File: config.mk
export PLATFORM = sky130hd
export DESIGN_NAME = uart_tx_arbiter
export DESIGN_NICKNAME = d
export VERILOG_FILES = /design/src/rtl/uart_tx_arbiter.sv
export SDC_FILE = /design/constraint.sdc
export NUM_CORES = 1
export LEC_CHECK = 0
export BUFFER_PORTS_ARGS = -buffer_cell sky130_fd_sc_hd__buf_2
export CORE_ASPECT_RATIO = 1.5
export CORE_MARGIN = 1.5
export CORE_UTILIZATION = 45
export DETAILED_ROUTE_END_ITERATION = 12
export GPL_TIMING_DRIVEN = 0
export HOLD_SLACK_MARGIN = 0.08
export MAX_ROUTING_LAYER = met4
export PLACE_DENSITY = 0.78
export SKIP_LAST_GASP = 1
export SYNTH_ARGS = -nofsm -noshare
export SYNTH_HDL_FRONTEND = slang
export SYNTH_SLANG_ARGS = --single-unit
File: constraint.sdc
create_clock -name clk -period 4.5 [get_ports clk]
set_input_delay 0.9 -clock clk [delete_from_list [all_inputs] [get_ports clk]]
set_output_delay 0.9 -clock clk [all_outputs]
set_load 0.02 [all_outputs]
File: src/rtl/uart_tx_arbiter.sv
// uart_tx_arbiter: round-robin, packet-locked sharing of one UART TX byte stream among NUM_REQ requesters.
// An owner keeps the TX until it sends a byte flagged last, or until it stalls for TIMEOUT_CYCLES cycles.
module uart_tx_arbiter #(
  parameter int NUM_REQ        = 4,
  parameter int TIMEOUT_CYCLES = 65535
) (
  input  logic                 clk,
  input  logic                 reset,
  input  logic [NUM_REQ*8-1:0] req_data,
  input  logic [NUM_REQ-1:0]   req_valid,
  input  logic [NUM_REQ-1:0]   req_last,
  output logic [NUM_REQ-1:0]   req_ready,
  output logic [7:0]           tx_data,
  output logic                 tx_valid,
  input  logic                 tx_ready,
  output logic [NUM_REQ-1:0]   grant,
  output logic                 busy,
  output logic                 timeout_pulse
);
  localparam int IW = $clog2(NUM_REQ);
  localparam int CW = TIMEOUT_CYCLES > 0 ? $clog2(TIMEOUT_CYCLES + 1) : 1;
  localparam logic [CW-1:0] LIMIT = CW'(TIMEOUT_CYCLES > 0 ? TIMEOUT_CYCLES - 1 : 0);
  if (NUM_REQ < 2 || NUM_REQ > 8) begin : g_bad_num_req
    $error("uart_tx_arbiter: NUM_REQ must be in 2..8");
  end
  typedef enum logic {IDLE, LOCKED} state_t;
  state_t state, state_n;
  logic [IW-1:0] owner, owner_n, last_owner, last_owner_n, pick, off;
  logic [CW-1:0] count, count_n;
  logic timeout_n;
  logic [NUM_REQ-1:0] rot;
  logic [7:0] bytes [NUM_REQ];
  for (genvar i = 0; i < NUM_REQ; i++) begin : g_bytes
    assign bytes[i] = req_data[8*i +: 8];
  end
  // rotate so bit 0 is the requester just after last_owner; the lowest set bit wins
  always_comb begin
    rot = NUM_REQ'({req_valid, req_valid} >> (int'(last_owner) + 1));
    off = '0;
    for (int i = NUM_REQ - 1; i >= 0; i--) off = rot[i] ? IW'(i) : off;
    pick = IW'((int'(last_owner) + 1 + int'(off)) % NUM_REQ);
  end
  always_comb begin
    state_n      = state;
    owner_n      = owner;
    last_owner_n = last_owner;
    count_n      = count;
    timeout_n    = 1'b0;
    tx_data      = 8'h00;
    tx_valid     = 1'b0;
    req_ready    = '0;
    if (state == IDLE) begin
      if (|req_valid) begin
        state_n = LOCKED;
        owner_n = pick;
        count_n = '0;
      end
    end else begin
      tx_data   = bytes[owner];
      tx_valid  = req_valid[owner];
      req_ready = NUM_REQ'(tx_ready) << owner;
      if (req_valid[owner] && tx_ready) begin
        count_n = '0;
        if (req_last[owner]) begin
          state_n      = IDLE;
          last_owner_n = owner;
        end
      end else if (!req_valid[owner] && TIMEOUT_CYCLES > 0) begin
        // back-pressure with valid held never reaches here, so it never counts as a stall
        if (count == LIMIT) begin
          state_n      = IDLE;
          last_owner_n = owner;
          timeout_n    = 1'b1;
        end else begin
          count_n = count == '1 ? count : count + 1'b1;
        end
      end
    end
  end
  always_ff @(posedge clk or posedge reset) begin
    if (reset) begin
      state         <= IDLE;
      owner         <= '0;
      last_owner    <= IW'(NUM_REQ - 1);
      count         <= '0;
      timeout_pulse <= 1'b0;
    end else begin
      state         <= state_n;
      owner         <= owner_n;
      last_owner    <= last_owner_n;
      count         <= count_n;
      timeout_pulse <= timeout_n;
    end
  end
  assign busy  = state == LOCKED;
  assign grant = busy ? NUM_REQ'(1) << owner : '0;
endmodule

======== Word level (Yosys, flattened, before mapping) ========
Index checks and enable logic that the tools add are counted.
storage, ports and cells
  register bits ........................... 22
  input bits .............................. 43
cells by class
  add/sub/neg operators ................... 3
  muxes and demuxes ....................... 35
  magnitude comparators ................... 2
  reduce and logical (&&, ||, !) cells .... 7
  shift operators ......................... 3
  equal/unequal tests ..................... 7
  bitwise logic cells ..................... 2
operators with widths
  kind                                                                          number
  16-bit 2-to-1 mux                                                             6
  16-bit == test, second input constant                                         2
  8-bit 2-to-1 mux                                                              3
  16-bit by 1-bit adder with 16-bit output, second input constant               1
  8-bit binary-select mux with 2-bit select                                     1
  2-bit 2-to-1 mux                                                              8
  1-bit 2-to-1 mux                                                              13
  4-bit 2-to-1 mux                                                              2
  4-bit AND reduction                                                           2
  8-bit by 3-bit right shift with 4-bit output                                  1
  3-bit != test, second input constant                                          2
  1-bit binary-select mux with 2-bit select                                     2
  2-bit by 1-bit != test with 1-bit output, second input constant               2
  2-bit nonzero test                                                            2
  4-bit OR reduction                                                            1
  1-bit by 2-bit left shift with 4-bit output                                   1
  1-bit by 2-bit left shift with 4-bit output, first input constant             1
  2-bit by 1-bit adder with 3-bit output, second input constant                 1
  3-bit greater-or-equal comparator, second input constant                      1
  2-bit by 3-bit less-than comparator with 1-bit output, second input constant  1
  3-bit by 2-bit != test with 1-bit output, second input constant               1
  2-bit NOT with 3-bit output                                                   1
  2-bit adder                                                                   1
  2-bit AND reduction                                                           1
  other kinds (2)                                                               2

======== Longest topological paths before layout ========
Gate-level depths: netlist of the first run.
  depth after elaboration ................. 7
  gate-level depth with buffers ........... 10

======== Least setup slack after synthesis of the first run ========
OpenSTA, ideal clock, no wires.
  path kind ............................... input to register
  start ................................... input req_valid[1]
  end ..................................... register count[10]
  required time ........................... 4.434 ns
  cell stages on the path ................. 7
  setup slack ............................. 1.846 ns
  library setup time ...................... 0.066 ns
  path buffers ............................ 2
  arrival ................................. 2.588 ns
  cell sequence ........................... buf_6 nor4_1 a22o_1 nor2_1 buf_6 or4_1 nand2_1
between the ends
  cells in the longest elaborated chain, start to end .. 5
RTL lines
  element                                                                    RTL line  source
  start: declaration                                                         10        input logic [NUM_REQ-1:0] req_valid,
  1-bit binary-select mux with 2-bit select                                  62, 68
  1-bit 2-to-1 mux (not written as such)                                     62, 68
  1-bit logical AND                                                          62        if (req_valid[owner] && tx_ready) begin
  3-bit != test (no line) (tied with other cells)                            --
  4-bit AND reduction (no line) / 16-bit 2-to-1 mux (equally long branches)  --
  end signal: assignment                                                     91        count <= count_n;
  end: declaration                                                           29        logic [CW-1:0] count, count_n;
Parallel ways exist; a longest one is shown, timed or not. The select of a mux whose other input is x is not followed.
A chain may end at the register's enable or synchronous reset.

======== Worst setup path in the final report of the first run ========
  start ................................... input req_valid[3]
  end ..................................... output tx_valid
between the ends
  cells in the longest elaborated chain, start to end .. 3
RTL lines
  element                                    RTL line  source
  1-bit binary-select mux with 2-bit select  60        tx_valid = req_valid[owner];
  1-bit 2-to-1 mux (not written as such)     60
  1-bit 2-to-1 mux                           52        if (state == IDLE) begin
  end: declaration                           14        output logic tx_valid,
No other way between the ends. The select of a mux whose other input is x is not followed.

==> impl_metrics.env, run 1 <==
export IMPL_status="finished, final reports clean"
export IMPL_async_flop_share=1.00
export IMPL_critPathLaunchType="input port"
export IMPL_top_layer="met4"
export IMPL_finalHoldViolations=0
export IMPL_wl_met1_um=1720
export IMPL_row_count=27
export IMPL_clockBufferDepth=2
export IMPL_synth_compound_area_frac=0.177
export IMPL_route_met2_wl_um=2200
export IMPL_ctsResizeCount=0
export IMPL_synth_top_area_share=0.282
export IMPL_power_switching_share=0.439
export IMPL_ys_seq_elements=22
export IMPL_cp_endpoint="tx_valid"
export IMPL_synth_xor_area_frac=0.00987
export IMPL_vias_per_cell=5.89
export IMPL_critPathMaxFanout=8
export IMPL_combPwrFrac=0.615
export IMPL_min_period_over_period=0.637
export IMPL_vias=1731
export IMPL_synth_simple_gate_area_frac=0.263
export IMPL_maxCapViolations=0
export IMPL_die_x_um=54.3
export IMPL_grt_pass1_vias=1635
export IMPL_yosys_warnings=0
export IMPL_detail_route_wl_per_cell_um=14.1
export IMPL_routed_wl_met3_um=130
export IMPL_io_buffers=60
export IMPL_layout_drive_gt1_share=0.339
export IMPL_tightest_slew_ns=0.825
export IMPL_initial_core_util=0.477
export IMPL_criticalPathCategory="input port to output pin"
export IMPL_slew_violations=0
export IMPL_ioPinCount=62
export IMPL_totalWireLength_um=4150
export IMPL_synth_mux_area_fraction=0.157
export IMPL_synth_edff_count=0
export IMPL_synth_cells=187
export IMPL_grt_max_degree=23
export IMPL_seq_power_share=0.228
export IMPL_p_switching_uw=520
export IMPL_cts_tree="done"
export IMPL_hp_class="flip-flop to flip-flop"
export IMPL_synthDistinctLibCells=40
export IMPL_cts_sinks=22
export IMPL_cts_setup_buffers=0
export IMPL_regToRegSetupSlack_ns=2.13
export IMPL_rr_worst_depth=10
export IMPL_antenna_cells=0
export IMPL_nNetsFinal=298
export IMPL_p_per_area_nw_per_um2=539
export IMPL_synth_most_common_cell="dfrtp_1"
export IMPL_cts_htree_levels=1
export IMPL_ir_worst_vdd_uv=399
export IMPL_syn2layout_area_growth_pct=24.0
export IMPL_grt_usage=0.218
export IMPL_cp_data_required_time_ns=3.60
export IMPL_worst_setup_path_end_kind="output pin"
export IMPL_rsz0062_at_grt="no"
export IMPL_synthTopCellsByArea="dfrtp_1 (28%), mux4_1 (7.4%), mux4_2 (6.3%)"
export IMPL_first_pass_iters=4
export IMPL_crit_start="req_valid[3]"
export IMPL_clk_latency_ns=0.27
export IMPL_seq_area_frac_synth=0.312
export IMPL_syn_nets=233
export IMPL_timing_rr_start="last_owner[0]"
export IMPL_mappedNetlistArea_um2=1770
export IMPL_antenna_found_initial=0
export IMPL_power_leakage_nw=1.02
export IMPL_fin_crit_ns=2.87
export IMPL_synth_top_family_by_area="simple AND/OR/NAND/NOR gates"
export IMPL_setup_viol=0
export IMPL_postCtsHoldBufs=0
export IMPL_die_h_um=79.9
export IMPL_clockRootBuffer="clkbuf_8"
export IMPL_worstPathArrival_ns=1.97
export IMPL_timing_fmax_mhz=349
export IMPL_total_power_mw=1.19
export IMPL_yosys_top_cells_count="dfrtp_1 (20), nand2_1 (19), a21oi_1 (12), and2_1 (10)"
export IMPL_yosys_area_top_type="dfrtp_1"
export IMPL_core_um2=3720
export IMPL_synthAdderAreaFrac=0.0212
export IMPL_p_clk_frac=0.158
export IMPL_power_internal_uw=665
export IMPL_yosys_most_used_dff="dfrtp_1"
export IMPL_clock_skew_ns=0.00439
export IMPL_slew_limit_headroom=0.449
export IMPL_final_antenna_net_count=0
export IMPL_place_hpwl_um=3190
export IMPL_die_area_um2=4340
export IMPL_cts_clk_slew_worst_paths_ns=0.08
export IMPL_initialDrtViolationCount=37
export IMPL_syn_avg_cell_area_um2=9.49
export IMPL_r2r_end="owner[1]"
export IMPL_overflow=0
export IMPL_grt_pass1_wl_um=6980
export IMPL_cts_buffers=3
export IMPL_place_gp_congestion=0.844
export IMPL_setup_tns_ns=0
export IMPL_drc=0
power groups by stage:
stage                     Combinational [mW]  Clock (mW)  Sequential, mW
final                                  0.729       0.187           0.270
after global routing                   0.801       0.195           0.276
after CTS                              0.733       0.186           0.270
after detailed placement               0.731           0           0.273
after global placement                 0.716           0           0.272
after floorplan                        0.546           0           0.269
metal layers:
metal  vias up  track usage
met5         -            -
met4         0        0.103
met3         9       0.0243
met2        52        0.388
met1       824        0.229
li1        846            -
flip-flops by register name, summed over array words and instances (netlist names):
register and count:
timeout_pulse 1, last_owner 2, count 16, owner 2, busy 1
logic make-up (layout without fill, tap and decap cells):
kind of cell / after synthesis / after routing
buffers and inverters: 18 / 82
and+or+nand+nor: 84 / 84
adders and majority gates: 3 / 3
AOI/OAI and AO/OA: 45 / 45
DFF: 22 / 22
muxes: 13 / 13
xor gates and xnor gates: 2 / 2
critical path: stages:
cell	delay, ns
buf_2	0.14
mux4_2	0.59
inv_1	0.12
nor2_1	0.04
buf_2	0.17
cell type report:
cell class / count / area, um2
fillers: 336 / 1520
multi-input cells: 147 / 1110
flip-flops and latches: 22 / 553
repair buffers: 60 / 300
plain buffers: 11 / 81.3
well taps: 43 / 53.8
clock buffers: 3 / 41.3
clock inverters: 1 / 30.0
inverters: 7 / 26.3
stage by stage:
step                      hold WS, ns  setup WS [ns]   util  instance area [um2]  instances
after floorplan                 0.489           1.85      -                 1770        187
after global placement          0.512           1.64  0.573                 2130        290
after detailed placement        0.525           1.61  0.573                 2130        290
after CTS                       0.550           1.64  0.592                 2200        294
after global routing            0.580           1.60  0.592                 2200        294
final                           0.547           1.63  0.592                 2200        294
placed cells by master (no fill, tap or decap), types with 2 or more instances in the layout:
cell      synthesis  layout
buf_2             2      62
dfrtp_1          20      20
nand2_1          19      19
a21oi_1          12      12
and2_1           10      10
nor2_1            8       8
or3_1             8       8
o21ai_0           8       8
inv_1             7       7
or4_1             7       7
nand4_1           6       6
o21ai_1           6       6
nand3_1           6       6
o211ai_1          6       6
buf_6             5       5
mux4_2            5       5
nor3b_1           5       5
mux4_1            5       5
clkbuf_1          4       4
o31ai_1           4       4
mux2_2            3       3
nor3_1            3       3
nand2b_1          3       3
ha_1              3       3
clkbuf_8          0       3
and4_1            2       2
and3_1            2       2
nor2b_1           2       2
nor4_1            2       2
o221ai_1          2       2
dfstp_2           2       2
how the worst min path moves through the flow:
stage                          from   endpoint  depth (start not counted)
final                      count[8]   count[8]                          2
after global routing      count[14]  count[14]                          2
after CTS                  count[1]   count[1]                          2
after detailed placement   count[8]   count[8]                          2
after global placement     count[1]   count[1]                          2
after floorplan            count[8]   count[8]                          2
No activity file was read; power rests on OpenSTA's default activity.
==> run 2, diff against run 1 <==
--- a/config.mk
+++ b/config.mk
@@ -13,7 +13,7 @@
 export GPL_TIMING_DRIVEN = 0
 export HOLD_SLACK_MARGIN = 0.08
 export MAX_ROUTING_LAYER = met4
-export PLACE_DENSITY = 0.78
+export PLACE_DENSITY = 0.81
 export SKIP_LAST_GASP = 1
 export SYNTH_ARGS = -nofsm -noshare
 export SYNTH_HDL_FRONTEND = slang
==> constraint.sdc (replaced) <==
create_clock -name clk -period 2.4 [get_ports clk]
set_input_delay 0.48 -clock clk [delete_from_list [all_inputs] [get_ports clk]]
set_output_delay 0.48 -clock clk [all_outputs]
set_load 0.02 [all_outputs]
==> run 2 against run 1 <==
  * Sequential cell count unchanged
  * Sequential power increased by 96%
  * Largest cell class unchanged
  * Register-to-register slack lost 2.0 ns
  * Critical path type is now flip-flop to output pin
==> impl_metrics.env, run 2 (same netlist as run 1, synthesis figures left out) <==
export IMPL_top_register="count"
export IMPL_layout_drive_gt1_share=0.349
export IMPL_row_count=27
export IMPL_clockRootBuffer="clkbuf_8"
export IMPL_place_hpwl_um=3110
export IMPL_cts_buffers=3
export IMPL_overflow=0
export IMPL_finalHoldViolations=0
export IMPL_maxCapViolations=0
export IMPL_critPathMaxFanout=10
export IMPL_cp_num_buf_inv=3
export IMPL_critPathLaunchType="flip-flop"
export IMPL_syn2layout_area_growth_pct=24.7
export IMPL_postCtsHoldBufs=0
export IMPL_grt_max_degree=23
export IMPL_timing_fmax_mhz=434
export IMPL_ir_worst_vdd_uv=824
export IMPL_largest_reg_flops=16
export IMPL_cts_htree_levels=1
export IMPL_path_delay_family="buffers and inverters"
export IMPL_totalWireLength_um=4130
export IMPL_power_switching_share=0.434
export IMPL_seq_power_share=0.237
export IMPL_core_um2=3720
export IMPL_cts_tree="done"
export IMPL_final_antenna_net_count=0
export IMPL_slew_violations=0
export IMPL_pre_cts_ws_ns=-0.0726
export IMPL_place_gp_congestion=0.854
export IMPL_fin_crit_ns=2.30
export IMPL_total_power_mw=2.23
export IMPL_ioPinCount=62
export IMPL_grt_pass1_vias=1725
export IMPL_worstPathArrival_ns=1.82
export IMPL_status="finished, final reports clean"
export IMPL_initial_core_util=0.477
export IMPL_die_x_um=54.3
export IMPL_min_period_over_period=0.959
export IMPL_path_cells="buf_6 > buf_2 > mux4_2 > and2_1 > buf_2"
export IMPL_first_pass_iters=4
export IMPL_power_internal_mw=1.26
export IMPL_p_per_area_nw_per_um2=1010
export IMPL_antenna_cells=0
export IMPL_p_clk_frac=0.156
export IMPL_p_switching_uw=967
export IMPL_slowest_stage="mux4_2"
export IMPL_nNetsFinal=299
export IMPL_grt_pass1_wl_um=7220
export IMPL_die_area_um2=4340
export IMPL_mostFrequentLayoutCells="buf_2 (62), dfrtp_1 (20), nand2_1 (19), a21oi_1 (12), and2_1 (10)"
export IMPL_cp_data_required_time_ns=1.92
export IMPL_grt_usage=0.225
export IMPL_cpPeakStageDelay_ns=0.51
export IMPL_crit_path_frequent_cell="buf_2"
export IMPL_place_inst=290
export IMPL_vias=1697
export IMPL_die_h_um=79.9
export IMPL_clockBufferDepth=2
export IMPL_antenna_found_initial=0
export IMPL_fillers=344
export IMPL_regToRegSetupSlack_ns=0.1
export IMPL_layoutNonFillerInstCount=295
export IMPL_criticalPathCategory="flip-flop to output pin"
export IMPL_final_common_cell="buf_2"
export IMPL_cts_sinks=22
export IMPL_top_regs="count x16, last_owner x2, owner x2"
export IMPL_worst_slack_ns=0.0976
export IMPL_vias_per_cell=5.75
export IMPL_io_buffers=60
export IMPL_drc=0
export IMPL_initialDrtViolationCount=28
export IMPL_cts_clk_slew_worst_paths_ns=0.08
export IMPL_hp_class="input port to async pin"
export IMPL_combPwrFrac=0.607
export IMPL_rsz0062_at_grt="no"
export IMPL_worst_setup_path_end_kind="output pin"
export IMPL_clk_latency_ns=0.27
export IMPL_setup_viol=0
export IMPL_clock_skew_ns=0.00155
export IMPL_detail_route_wl_per_cell_um=14.0
export IMPL_tightest_slew_ns=0.836
export IMPL_power_leakage_nw=1.03
export IMPL_slew_limit_headroom=0.442
[run 2: per-stage QoR]
| stage | setup TNS (ns) | hold slack (ns) | utilization | cell area [um2] |
|---|---|---|---|---|
| 6_report | 0 | 0.365 | 0.595 | 2210 |
| 5_1_grt | 0 | 0.470 | 0.595 | 2210 |
| 4_1_cts | 0 | 0.403 | 0.591 | 2200 |
| 3_5_place_dp | -0.162 | 0.524 | 0.573 | 2130 |
| 3_3_place_gp | -0.0636 | 0.509 | 0.573 | 2130 |
| 2_1_floorplan | 0 | 0.468 | - | 1770 |
[run 2: worst register-to-register path: cells and delay by family, from the launching register on]
kind,cells,cell delay (ns)
compound gates,1,0.24
buf+inv,2,0.32
flops,1,0.34
mux,1,0.61
simple gates,3,0.73
[run 2: path summary, 6_finish.rpt]
path | startpoint | endpoint | cells past startpoint
max | owner[0] | tx_data[6] | 5
min | reset | count[3] | 2
max reg2reg | owner[0] | count[10] | 7
min reg2reg | count[0] | count[0] | 2
max in group asynchronous | reset | count[12] | 2
min in group clk | count[0] | count[0] | 2
[run 2: power groups by stage]
stage | clock network (mW) | logic, mW | registers (mW)
2_1_floorplan | 0 | 1.02 | 0.504
3_3_place_gp | 0 | 1.33 | 0.510
3_5_place_dp | 0 | 1.36 | 0.512
4_1_cts | 0.351 | 1.34 | 0.527
5_1_grt | 0.365 | 1.48 | 0.541
6_report | 0.348 | 1.35 | 0.528
[run 2: what timing repair did]
item / CTS / global route
pin swaps: 0 / 2
hold endpoints to repair: 0 / 0
gates resized for setup: 0 / 2
setup endpoints to repair: 1 / 11
setup buffers: 0 / 2
[run 2: area by class of cell]
cell class                 instances  area [um2]  share of cell area
buffer                            10        78.8              0.0356
clock buffer                       3        41.3              0.0187
clock inverter                     1        30.0              0.0136
inverter                           7        26.3              0.0119
multi-input combinational        147        1110               0.503
sequential                        22         553               0.250
tap                               43        53.8              0.0243
timing repair buffer              62         315               0.143
[run 2: layer usage]
layer | track usage | share of wire | vias up
met2 | 0.405 | 0.55 | 37
met4 | 0.0950 | 0.018 | 0
li1 | - | - | 845
met1 | 0.241 | 0.40 | 808
met3 | 0.0169 | 0.028 | 7
met5 | - | 0 | -
==> run 3, diff against run 2 <==
--- a/config.mk
+++ b/config.mk
@@ -14,6 +14,7 @@
 export HOLD_SLACK_MARGIN = 0.08
 export MAX_ROUTING_LAYER = met4
 export PLACE_DENSITY = 0.81
+export SETUP_SLACK_MARGIN = 0.2
 export SKIP_LAST_GASP = 1
 export SYNTH_ARGS = -nofsm -noshare
 export SYNTH_HDL_FRONTEND = slang
==> run 3 against run 2 <==
  * Sequential power decreased by 2%
  * Setup slack improved by 0.089 ns
  * Critical path depth stayed put
==> impl_metrics.env, run 3 (same netlist as run 1, synthesis figures left out) <==
export IMPL_ioPinCount=62
export IMPL_fin_area_um2=2460
export IMPL_critPathLaunchType="flip-flop"
export IMPL_cts_clk_slew_worst_paths_ns=0.08
export IMPL_tightest_slew_ns=0.846
export IMPL_layout_drive_gt1_share=0.480
export IMPL_maxCapViolations=0
export IMPL_syn2layout_area_growth_pct=38.9
export IMPL_rsz0062_at_grt="yes"
export IMPL_timing_rr_start="owner[0]"
export IMPL_path_delay_family="multiplexers"
export IMPL_drc=0
export IMPL_grt_pass1_wl_um=7280
export IMPL_finalHoldViolations=0
export IMPL_cp_num_buf_inv=3
export IMPL_die_h_um=79.9
export IMPL_clockBufferDepth=2
export IMPL_cpPeakStageDelay_ns=0.54
export IMPL_fillers=297
export IMPL_antenna_cells=0
export IMPL_vias=1859
export IMPL_postCtsHoldBufs=0
export IMPL_clk_latency_ns=0.27
export IMPL_place_hpwl_um=3180
export IMPL_die_area_um2=4340
export IMPL_mostFrequentLayoutCells="buf_2 (57), dfrtp_1 (20), nand2_1 (18), buf_4 (17), buf_6 (10)"
export IMPL_final_common_cell="buf_2"
export IMPL_top_regs="count x16, last_owner x2, owner x2"
export IMPL_r2r_end="count[9]"
export IMPL_io_buffers=60
export IMPL_critPathMaxFanout=8
export IMPL_die_x_um=54.3
export IMPL_largest_reg_flops=16
export IMPL_worstPathArrival_ns=1.73
export IMPL_hold_worst_slack_ns=0.371
export IMPL_clockRootBuffer="clkbuf_8"
export IMPL_grt_pass1_vias=1788
export IMPL_status="finished, final reports clean"
export IMPL_crit_start="owner[0]"
export IMPL_criticalPathCategory="flip-flop to output pin"
export IMPL_min_period_over_period=0.922
export IMPL_detail_route_wl_per_cell_um=15.0
export IMPL_slew_limit_headroom=0.435
export IMPL_p_per_area_nw_per_um2=1080
export IMPL_core_um2=3720
export IMPL_initial_core_util=0.477
export IMPL_timing_fmax_mhz=452
export IMPL_first_pass_iters=4
export IMPL_totalWireLength_um=4670
export IMPL_fin_crit_ns=2.21
export IMPL_placed_area_um2=2130
export IMPL_power_leakage_nw=1.13
export IMPL_nNetsFinal=316
export IMPL_cts_buffers=3
export IMPL_regToRegSetupSlack_ns=0.20
export IMPL_grt_usage=0.225
export IMPL_place_gp_congestion=0.844
export IMPL_slew_violations=0
export IMPL_path_cells="buf_6 > buf_12 > mux4_1 > and2_1 > buf_4"
export IMPL_setup_viol=0
export IMPL_cp_data_required_time_ns=1.92
export IMPL_top_register="count"
export IMPL_hp_class="input port to async pin"
export IMPL_rr_worst_depth=7
export IMPL_cts_htree_levels=1
export IMPL_cts_tree="done"
export IMPL_vias_per_cell=5.96
export IMPL_grt_max_degree=23
export IMPL_overflow=0
export IMPL_worst_setup_path_end_kind="output pin"
export IMPL_clock_skew_ns=0.00218
export IMPL_cts_sinks=22
export IMPL_row_count=27
export IMPL_setup_tns_ns=0
export IMPL_antenna_found_initial=0
export IMPL_final_antenna_net_count=0
export IMPL_ir_worst_vdd_uv=848
export IMPL_slowest_stage="mux4_1"
export IMPL_initialDrtViolationCount=34
-- run 3: changes by cell type in the layout (fill, tap and decap cells not counted), sizes merged --
cell	delta
buf	+16
clkbuf	+1
-- run 3: per-stage QoR --
| stage | utilization | worst slack (ns) | std cells | total power [mW] |
|---|---|---|---|---|
| final | 0.663 | 0.187 | 312 | 2.66 |
| after global routing | 0.663 | 0.118 | 312 | 2.82 |
| after CTS | 0.621 | 0.152 | 302 | 2.37 |
| after detailed placement | 0.574 | -0.0274 | 290 | 1.87 |
| after global placement | 0.574 | 0.0125 | 290 | 1.85 |
| after floorplan | - | 0.215 | 187 | 1.53 |
-- run 3: timing repair --
action	in CTS	in global routing
setup buffers	8	10
setup endpoints to repair	18	27
pin swaps	8	18
resized for setup	10	35
cloned	1	0
-- run 3: worst max path at each step --
stage	to	depth (start not counted)	slack (ns)
6_report	tx_data[3]	5	0.19
5_1_grt	tx_data[3]	5	0.12
3_5_place_dp	count[9]	7	-0.03
2_1_floorplan	count[12]	7	0.21
3_3_place_gp	count[8]	7	0.01
4_1_cts	tx_data[6]	5	0.15
-- run 3: layout make-up --
| type | instances | area [um2] | area share |
|---|---|---|---|
| Tap cell | 43 | 53.8 | 0.0218 |
| Multi-Input combinational cell | 147 | 1190 | 0.484 |
| Sequential cell | 22 | 553 | 0.224 |
| Clock buffer | 3 | 41.3 | 0.0168 |
| Clock inverter | 1 | 30.0 | 0.0122 |
| Inverter | 7 | 26.3 | 0.0107 |
| Buffer | 10 | 85.1 | 0.0345 |
| Timing Repair Buffer | 79 | 482 | 0.196 |
-- run 3: report_power, final --
| group | internal, mW | switching [mW] |
|---|---|---|
| combinational | 0.890 | 0.892 |
| clock | 0.223 | 0.131 |
| sequential | 0.447 | 0.0737 |
-- run 3: routing by layer --
layer | track usage | routed length [um] | part of all wire | vias to the layer above
li1 | - | - | - | 871
met1 | 0.243 | 1810 | 0.39 | 893
met2 | 0.395 | 2470 | 0.53 | 79
met5 | - | 0 | 0 | -
met4 | 0.103 | 175 | 0.037 | 0
met3 | 0.0243 | 215 | 0.046 | 16
